[src/rtl/traffic_conflict_monitor.sv]
// traffic_conflict_monitor: checks controller lamp outputs against signalling rules and latches the first violation
module traffic_conflict_monitor #(
  parameter int MIN_YELLOW = 1,
  parameter int MIN_ALLRED = 1,
  parameter int CNT_W      = 8
) (
  input  logic             clk,
  input  logic             reset,
  input  logic             flash,
  input  logic             NSG,
  input  logic             NSY,
  input  logic             NSR,
  input  logic             EWG,
  input  logic             EWY,
  input  logic             EWR,
  output logic             fault,
  output logic [2:0]       fault_code,
  output logic             fault_pulse,
  output logic             force_flash,
  output logic [CNT_W-1:0] cycles_done
);
  localparam int YW = $clog2(MIN_YELLOW + 1);
  localparam int AW = $clog2(MIN_ALLRED + 1);
  localparam logic [2:0] G = 3'b100, Y = 3'b010, R = 3'b001;
  localparam logic [5:0] ALL_RED = 6'b001001;
  logic [5:0] lamps, prev;
  logic [2:0] ns, ew, pns, pew, code;
  logic prev_valid, prev_fl;
  logic [YW-1:0] ycnt_ns, ycnt_ew;
  logic [AW-1:0] ar_cnt;
  logic conflict, bad_lamp, bad_seq, short_y, clr, bad_flash, ew_done;
  function automatic logic onehot(input logic [2:0] x);
    return x == G || x == Y || x == R;
  endfunction
  function automatic logic legal(input logic [2:0] p, input logic [2:0] c);
    return p == c || (p == G && c == Y) || (p == Y && c == R) || (p == R && c == G);
  endfunction
  assign lamps = {NSG, NSY, NSR, EWG, EWY, EWR};
  assign ns = lamps[5:3];
  assign ew = lamps[2:0];
  assign pns = prev[5:3];
  assign pew = prev[2:0];
  assign force_flash = fault;
  always_comb begin
    conflict  = (NSG | NSY) & (EWG | EWY);
    bad_lamp  = !onehot(ns) || !onehot(ew);
    bad_seq   = prev_valid && (!legal(pns, ns) || !legal(pew, ew));
    short_y   = prev_valid && ((pns == Y && ns == R && ycnt_ns < YW'(MIN_YELLOW)) ||
                               (pew == Y && ew == R && ycnt_ew < YW'(MIN_YELLOW)));
    clr       = ar_cnt < AW'(MIN_ALLRED) && ((ns == G && !(prev_valid && pns == G)) ||
                                             (ew == G && !(prev_valid && pew == G)));
    bad_flash = !(lamps == 6'b0 || lamps == ALL_RED) || (prev_fl && lamps == prev);
    ew_done   = !flash && prev_valid && pew == Y && ew == R;
    code      = conflict ? 3'd1 : flash ? (bad_flash ? 3'd6 : 3'd0) : bad_lamp ? 3'd2 :
                bad_seq ? 3'd3 : short_y ? 3'd4 : clr ? 3'd5 : 3'd0;
  end
  always_ff @(posedge clk) begin
    if (reset) begin
      fault       <= 1'b0;
      fault_code  <= 3'd0;
      fault_pulse <= 1'b0;
      cycles_done <= '0;
      prev        <= '0;
      prev_valid  <= 1'b0;
      prev_fl     <= 1'b0;
      ycnt_ns     <= '0;
      ycnt_ew     <= '0;
      ar_cnt      <= AW'(MIN_ALLRED);
    end else begin
      prev        <= lamps;
      prev_valid  <= !flash;
      prev_fl     <= flash;
      ycnt_ns     <= ns != Y ? '0 : ycnt_ns == YW'(MIN_YELLOW) ? ycnt_ns : ycnt_ns + YW'(1);
      ycnt_ew     <= ew != Y ? '0 : ycnt_ew == YW'(MIN_YELLOW) ? ycnt_ew : ycnt_ew + YW'(1);
      // flash clears the all-red history so a green after flash needs fresh clearance
      ar_cnt      <= (flash || lamps != ALL_RED) ? '0 : ar_cnt == AW'(MIN_ALLRED) ? ar_cnt : ar_cnt + AW'(1);
      fault_pulse <= !fault && code != 3'd0;
      if (!fault && code != 3'd0) begin
        fault      <= 1'b1;
        fault_code <= code;
      end
      if (ew_done && cycles_done != '1) cycles_done <= cycles_done + CNT_W'(1);
    end
  end
endmodule

[config.mk]
export PLATFORM = sky130hd
export DESIGN_NAME = traffic_conflict_monitor
export DESIGN_NICKNAME = d
export VERILOG_FILES = /design/src/rtl/traffic_conflict_monitor.sv
export SDC_FILE = /design/constraint.sdc
export NUM_CORES = 1
export LEC_CHECK = 0
export ABC_AREA = 0
export BUFFER_PORTS_ARGS = -buffer_cell sky130_fd_sc_hd__buf_2
export CORE_ASPECT_RATIO = 0.9
export CORE_MARGIN = 1.5
export CORE_UTILIZATION = 55
export CTS_BUF_LIST = sky130_fd_sc_hd__clkbuf_4 sky130_fd_sc_hd__clkbuf_8 sky130_fd_sc_hd__clkbuf_16
export DETAILED_ROUTE_END_ITERATION = 10
export GPL_TIMING_DRIVEN = 0
export PLACE_DENSITY = 0.74
export RECOVER_POWER = 100
export SETUP_SLACK_MARGIN = 0.3
export SKIP_CTS_REPAIR_TIMING = 1
export SLEW_MARGIN = 20
export SYNTH_ARGS = -nofsm -noshare
export SYNTH_HDL_FRONTEND = slang
export SYNTH_SLANG_ARGS = --single-unit
[constraint.sdc]
create_clock -name clk -period 2.7 [get_ports clk]
set_clock_uncertainty 0.2 [all_clocks]
set_input_delay 0 -clock clk [delete_from_list [all_inputs] [get_ports clk]]
set_output_delay 0 -clock clk [all_outputs]
set_load 0.01 [all_outputs]
After elaboration in Yosys (flattened, before gate mapping)
Cells that the tools add are included.

Magnitude comparators: 3. Add/sub/neg operators: 4. Reduce and logical (&&, ||, !) cells: 51. Muxes and demuxes: 11. Bitwise operators: 3. Equality and inequality tests: 20.

Operators with widths (number): $logic_and 1x1->1 (21); $mux 3 (7); $logic_or 1x1->1 (17); $eq 3x1->1 const B (4); $eq 3x2->1 const B (4); $eq 3x3->1 const B (4); $logic_not 1->1 (9); $add 8x1->8 const B (1); $ne 8x8->1 const B (1); $eq 3x3->1 (2); $eq 6x4->1 const B (1); $eq 6x6->1 (1); $logic_not 6->1 (1); $ne 3x2->1 const B (2); $ne 6x4->1 const B (1); $mux 1 (4); $reduce_or 2->1 (2); $add 1x1->1 const B (3); $lt 1x1->1 const B (3); $reduce_bool 3->1 (1); $or 1x1->1 (2); $and 1x1->1 (1).

Output and inout port bits: 14. Register bits: 24. Input port bits: 9. Logic and storage cells: 102.

Logic depth before layout (Yosys ltp)
Gate-level depths: netlist of the first run.

Depth after elaboration: 14. Depth in mapped cells: 8. Gate-level depth less buffers: 7.

Least setup slack after synthesis of the first run
No wires, ideal clock.

Kind: register to register. Start: register cycles_done[0]. End: register cycles_done[3]. Library setup time: 128 ps. Arrival: 1702 ps. Required time: 2372 ps. Setup slack: 670 ps. Cell stages (with the launch flop): 8. Clock period less this slack: 2030 ps. Cells stage by stage: dfxtp_1 > ha_1 > and2_1 > a2111oi_4 > and3_1 > nand2_1 > xor2_1 > nor2_1.

Longest elaborated chain between the ends: 2.

RTL lines: start: declaration (RTL line 20) `output logic [CNT_W-1:0] cycles_done`; start signal: assignment (RTL line 82) `if (ew_done && cycles_done != '1) cycles_done <= cycles_done + CNT_W'(1);`; parallel branches: the longest is 2 deep, another holds $add 8x1->8.

Several ways; the timed one is not identified. A chain may end at the register's enable or synchronous reset.

Final worst setup path of the first run
Start: input NSY. End: register fault.

Longest elaborated chain between the ends: 14.

RTL lines: start: declaration (RTL line 11) `input logic NSY,`; $eq 3x2->1 (RTL line 33, 36); $logic_and 1x1->1 (RTL line 36) `return p == c || (p == G && c == Y) || (p == Y && c == R) || (p == R && c == G);`; $logic_or 1x1->1 (3 in a row) (RTL line 36); $logic_not 1->1 (RTL line 47) `bad_seq = prev_valid && (!legal(pns, ns) || !legal(pew, ew));`; $logic_or 1x1->1 (RTL line 47); $logic_and 1x1->1 (RTL line 47); $mux 3 (RTL line 55) `bad_seq ? 3'd3 : short_y ? 3'd4 : clr ? 3'd5 : 3'd0;`; $mux 3 (2 in a row) (RTL line 54) `code = conflict ? 3'd1 : flash ? (bad_flash ? 3'd6 : 3'd0) : bad_lamp ? 3'd2 :`; $mux 3 * (RTL line 54); $reduce_bool 3->1 * (RTL line 78) `if (!fault && code != 3'd0) begin`; $logic_and 1x1->1 * (RTL line 78); end signal: assignment (RTL line 59) `fault <= 1'b0;`; end signal: assignment (RTL line 79) `fault <= 1'b1;`; end: declaration (RTL line 16) `output logic fault,`.

Every way passes the cells marked *; elsewhere a longest branch is shown, timed or not.

==> out/metrics.cfg, run 1 <==
[min_path]
hold_class=in2reg
hold_depth=3

[worst_setup_path]
crit_type=in2reg
cp-end-kind=flip-flop
cp.arrival_ns=2.40
crit_required_ns=2.69
cp_common_cell=a21oi_1
cp-start-kind=input port
worstRegToRegCells=7
cp_num_buf_inv=3
critical_path.cell_chain=dlygate4sd3_1 -> buf_2 -> clkbuf_1 -> nor4_1 -> a31o_2 -> o31a_1 -> nor3_1 -> a21oi_1 -> and2_4 -> a21oi_1
path_max_fanout=10
cp.depth=10
slowest_stage=dlygate4sd3_1
slowest_delay_ns=0.53
cpLargestDelayFamily=buffers and inverters

[yosys]
synth-edff-count=0
ys_seq_elements=24
synth_warnings=0
ys_async_sr_fraction_pct=0
avgSynthCellArea_um2=8.96
yosysTopAreaCellShare_pct=35.5
syn_inst=151
ys_dominant_reg_cell=dfxtp_1
yosysMostFrequentCell=dfxtp_1
syn-num-nets=161
ys_seq_area_share_pct=35.5
syn_area_um2=1350
synth.distinct_cells=53
yosys.area.top_type=dfxtp_1
synth_area_leaders=dfxtp_1, xnor2_1, nor2_1
synthTopCellsByCount=dfxtp_1, nor2_1, xnor2_1, a21oi_1, nand2_1

[die]
ios=23
fp.dieH_um=50.0
initial_utilization_pct=60.3
die_area_um2=2770
rows=16
core_area_um2=2240
die_x_um=55.3

[timing]
whs_ns=0.246
rsz0062_at_grt=false
max_slew.worst_pin.slew_ns=0.663
tns_ns=0
finalSetupViolCount=0
timing.final.crit_share_pct=89.2
max_slew_margin_pct=55.7
max_freq_mhz=415
hold_viol=0
period_needed_ns=2.41
maxSlewViolCount=0

[clock_tree]
numCtsBuffers=3
clk_pin_slew_ns=0.12
clockBufferDepth=2
clkLatencyLatePin_ns=0.31
cts_tree=yes
htreeDepth=1
cts-root-buf=clkbuf_4
clock_sinks=24

[finish]
fin_area_um2=1570
final_cells=213
num-nets-final=198
fillerInstances=193
seq_area_um2=480
multiInputGateArea_um2=788
drive_above_1_share_pct=14.5
antenna_cells=0
area_delta_synth_final_pct=16.0

[detailed_routing]
drt-initial-drc-count=34
wl_per_cell_um=13.7
postRouteAntennaNets=0
vias=1210
met2WireLength_mm=1.42
met3_length_um=115
wl_met1_mm=1.39
drtPass1Iterations=4
wl_mm=2.92
viasPerCell=5.68
top_layer_used=met3
drc_errors=0

[status]
status=finished clean

[global_routing]
antenna_found_initial=0
grt_pass1_vias=1051
overflow=0
grt_first_pass_wirelength_mm=4.66
track_usage_pct=20.8
grt_max_degree=13

[flow_run]
drv_cap=0

[placement]
gp_congestion=0.824
portBuffers=22
dp_cells=200
hpwl_mm=2.14
post_dp_cell_area_um2=1500

[power]
vdd_drop_max_uv=319
p_total_w=0.000652
power.density_nw_per_um2=415
p_leak_nw=0.578

## per-stage QoR
step           worst slack (ns)  utilization, %
3_5_place_dp              0.442            66.7
5_1_grt                   0.184            70.0
3_3_place_gp              0.512            66.7
2_1_floorplan             0.670               -
6_report                  0.291            70.0
4_1_cts                   0.410            67.7
## cell families after synthesis
family / Yosys count / share of synthesized area (%)
DFF: 24 / 35.5
buffers and inverters: 11 / 4.53
and+or+nand+nor: 69 / 30.8
AOI/OAI and AO/OA: 32 / 19.1
adders and majority gates: 1 / 0.925
xor gates and xnor gates: 13 / 8.42
muxes: 1 / 0.740
## layout make-up
class                           instances  share of cell area, %
Timing Repair Buffer                   32                   12.2
Multi-Input combinational cell        116                   50.2
Clock buffer                            3                   1.44
Inverter                                2                  0.478
Sequential cell                        24                   30.6
Buffer                                  9                   2.87
Tap cell                               27                   2.15
## worst paths after layout
path | startpoint | endpoint | slack (ns)
setup / recovery | NSY | fault | 0.29
hold / removal | flash | prev_valid | 0.25
setup reg to reg | cycles_done[0] | cycles_done[3] | 0.34
hold reg to reg | fault_code[2] | fault_code[2] | 0.29
## worst register-to-register path, cell delays in order (launching register included)
cell and delay (ns):
dfxtp_1 0.36, ha_1 0.24, and2_0 0.18, a2111oi_2 0.67, and3_1 0.32, nand2_1 0.08
xor2_1 0.14, nor2_1 0.05
## report_power, final
| group | switching (W) | internal, W | leakage [nW] |
|---|---|---|---|
| clock | 0.0000995 | 0.0000522 | 0.0138 |
| combinational | 0.0000621 | 0.0000579 | 0.367 |
| sequential | 0.0000132 | 0.000367 | 0.197 |
| total | 0.000175 | 0.000477 | 0.578 |
## sequential cells by signal, summed over array words and instances, names as in the netlist
name,count
fault_pulse,1
ycnt_ns,1
prev_valid,1
ycnt_ew,1
ar_cnt,1
prev,6
prev_fl,1
fault_code,3
cycles_done,8
fault,1
## placed cells by master (no fill, tap or decap), drive strengths merged, types with 4 or more instances in the layout
cell | Yosys | routed
or3 | 4 | 4
nand3 | 6 | 6
a21oi | 10 | 10
clkbuf | 1 | 23
buf | 8 | 11
nor2 | 16 | 16
nand2 | 9 | 9
dfxtp | 24 | 24
o21ai | 6 | 6
xor2 | 4 | 4
xnor2 | 9 | 9
nor2b | 7 | 7
dlygate4sd3 | 0 | 10
nor3 | 4 | 4
## routing by layer
| layer | vias to the layer above | track usage, % |
|---|---|---|
| met5 | - | 0 |
| met3 | 0 | 6.04 |
| met1 | 575 | 27.8 |
| li1 | 612 | - |
| met4 | 0 | 2.44 |
| met2 | 23 | 34.5 |
No activity file was read; power rests on OpenSTA's default activity.
==> run 2: changes to the inputs <==
--- a/config.mk
+++ b/config.mk
@@ -6,7 +6,7 @@
 export NUM_CORES = 1
 export LEC_CHECK = 0
 export ABC_AREA = 0
-export BUFFER_PORTS_ARGS = -buffer_cell sky130_fd_sc_hd__buf_2
+export BUFFER_PORTS_ARGS = -buffer_cell sky130_fd_sc_hd__clkbuf_2
 export CORE_ASPECT_RATIO = 0.9
 export CORE_MARGIN = 1.5
 export CORE_UTILIZATION = 55
==> out/metrics.cfg, run 2 (synthesis results as in run 1) <==
[status]
status=finished with violations  ; was finished clean
violations=negative hold slack

[finish]
drive_above_1_share_pct=16.1  ; was 14.5%
area_delta_synth_final_pct=17.9  ; was 16.0%
final_cell_mix=dfxtp_1, clkbuf_1, nor2_1  ; was dfxtp_1, clkbuf_1, nor2_1, buf_2, dlygate4sd3_1
num-nets-final=197  ; was 198
utilization_pct=71.1  ; was 70.0%
antenna_cells=0  ; unchanged
layout_commonest_cell=dfxtp_1  ; unchanged
largest_reg_flops=8  ; unchanged
top_register=cycles_done  ; unchanged
reg_top3=cycles_done: 8 flops, prev: 6 flops, fault_code: 3 flops  ; unchanged
fillerInstances=203  ; was 193

[timing]
timing.final.crit_share_pct=88.8  ; was 89.2%
max_slew_margin_pct=67.5  ; was 55.7%
max_freq_mhz=417  ; was 415 MHz
maxSlewViolCount=0  ; unchanged
period_needed_ns=2.40  ; was 2.41 ns
rsz0062_at_grt=false  ; unchanged
finalSetupViolCount=0  ; unchanged
tns_ns=0  ; unchanged
max_slew.worst_pin.slew_ns=0.488  ; was 0.663 ns
hold_viol=1  ; was 0
whs_ns=-0.00893  ; was 0.246 ns

[global_routing]
grt_max_degree=14  ; was 13
overflow=0  ; unchanged
track_usage_pct=22.0  ; was 20.8%
antenna_found_initial=0  ; unchanged
grt_first_pass_wirelength_mm=4.91  ; was 4.66 mm
grt_pass1_vias=1089  ; was 1,051

[clock_tree]
htreeDepth=1  ; unchanged
clk_pin_slew_ns=0.13  ; was 0.12 ns
clock_sinks=24  ; unchanged
cts-root-buf=clkbuf_4  ; unchanged
clkLatencyLatePin_ns=0.31  ; about the same
cts_tree=yes  ; unchanged
clockBufferDepth=2  ; unchanged
numCtsBuffers=3  ; unchanged

[worst_setup_path]
crit_required_ns=2.69  ; about the same
cp_num_buf_inv=3  ; unchanged
crit_type=in2reg  ; unchanged
cpLargestDelayFamily=buffers and inverters  ; unchanged
slowest_delay_ns=0.54  ; was 0.53 ns
cp.arrival_ns=2.39  ; was 2.40 ns
cp-start-kind=input port  ; unchanged
slowest_stage=dlygate4sd3_1  ; unchanged
critical_path.cell_chain=dlygate4sd3_1 -> clkbuf_2 -> clkbuf_1 -> nor4_1 -> a31o_2 -> o31a_1 -> nor3_1 -> a21oi_1 -> and2_4 -> a21oi_2  ; was dlygate4sd3_1 -> buf_2 -> clkbuf_1 -> nor4_1 -> a31o_2 -> o31a_1 -> nor3_1 -> a21oi_1 -> and2_4 -> a21oi_1
cp-end-kind=flip-flop  ; unchanged
path_max_fanout=10  ; unchanged

[power]
p_leak_nw=0.590  ; was 0.578 nW
vdd_drop_max_uv=379  ; was 319 µV
power.density_nw_per_um2=431  ; was 415 nW/µm²

[die]
fp.dieH_um=50.0  ; unchanged
rows=16  ; unchanged
die_x_um=55.3  ; unchanged
initial_utilization_pct=60.3  ; unchanged
ios=23  ; unchanged
die_area_um2=2770  ; unchanged
core_area_um2=2240  ; unchanged

[placement]
hpwl_mm=2.18  ; was 2.14 mm
gp_congestion=0.823  ; was 0.824
portBuffers=22  ; unchanged

[detailed_routing]
wl_mm=2.93  ; was 2.92 mm
drtPass1Iterations=4  ; unchanged
viasPerCell=5.77  ; was 5.68
drt-initial-drc-count=45  ; was 34
vias=1228  ; was 1,210
postRouteAntennaNets=0  ; unchanged
wl_per_cell_um=13.7  ; about the same
drc_errors=0  ; unchanged

[min_path]
hold_class=in2reg  ; unchanged

[flow_run]
drv_cap=0  ; unchanged

-- run 2: cell types whose count changed in the layout (fill, tap and decap cells not counted), sizes merged --
cell	change
clkbuf	+7
buf	-6
dlygate4sd3	-1
-- run 2: layout make-up --
class / instances / area [µm²] / area share, %
clock buffer: 4 / 36.3 / 2.27
timing repair buffer: 31 / 183 / 11.5
buffer: 9 / 52.6 / 3.29
inverter: 2 / 7.51 / 0.471
sequential: 24 / 480 / 30.1
multi-input combinational: 116 / 802 / 50.3
tap: 27 / 33.8 / 2.12
-- run 2: power by group --
part,leakage (nW),switching (W),total [W],internal [W]
logic,0.371,0.0000630,0.000122,0.0000587
clock network,0.0210,0.000103,0.000186,0.0000825
registers,0.197,0.0000135,0.000380,0.000367
-- run 2: layer usage --
layer | up-vias | wire length (µm) | GRT usage [%]
li1 | 614 | - | -
met1 | 585 | 1330 | 27.6
met2 | 27 | 1470 | 39.3
met3 | 2 | 116 | 5.77
met4 | 0 | 7 | 2.03
met5 | - | 0 | 0
-- run 2: worst reg2reg max path: cells and delay by family, from the launching register on --
kind               cells  cell delay [ns]
and+or+nand+nor        3             0.88
AOI/OAI and AO/OA      4             0.75
DFF                    1             0.38
-- run 2: path summary, 6_finish.rpt --
path | slack [ns] | end | cells past startpoint | from
worst max register to register | 0.37 | fault | 7 | prev[0]
worst max-delay path | 0.30 | fault | 10 | NSY
worst min-delay path | -0.009 | cycles_done[1] | 5 | EWY
worst min register to register | 0.29 | fault_code[2] | 2 | fault_code[2]
-- run 2: through the flow --
stage | instance area (µm²) | setup slack (ns) | total power [W] | std cells
floorplan | 1350 | 0.670 | 0.000469 | 151
global placement | 1500 | 0.513 | 0.000498 | 200
detailed placement | 1500 | 0.445 | 0.000501 | 200
CTS | 1530 | 0.415 | 0.000683 | 204
global route | 1600 | 0.149 | 0.000720 | 213
finish | 1600 | 0.303 | 0.000688 | 213
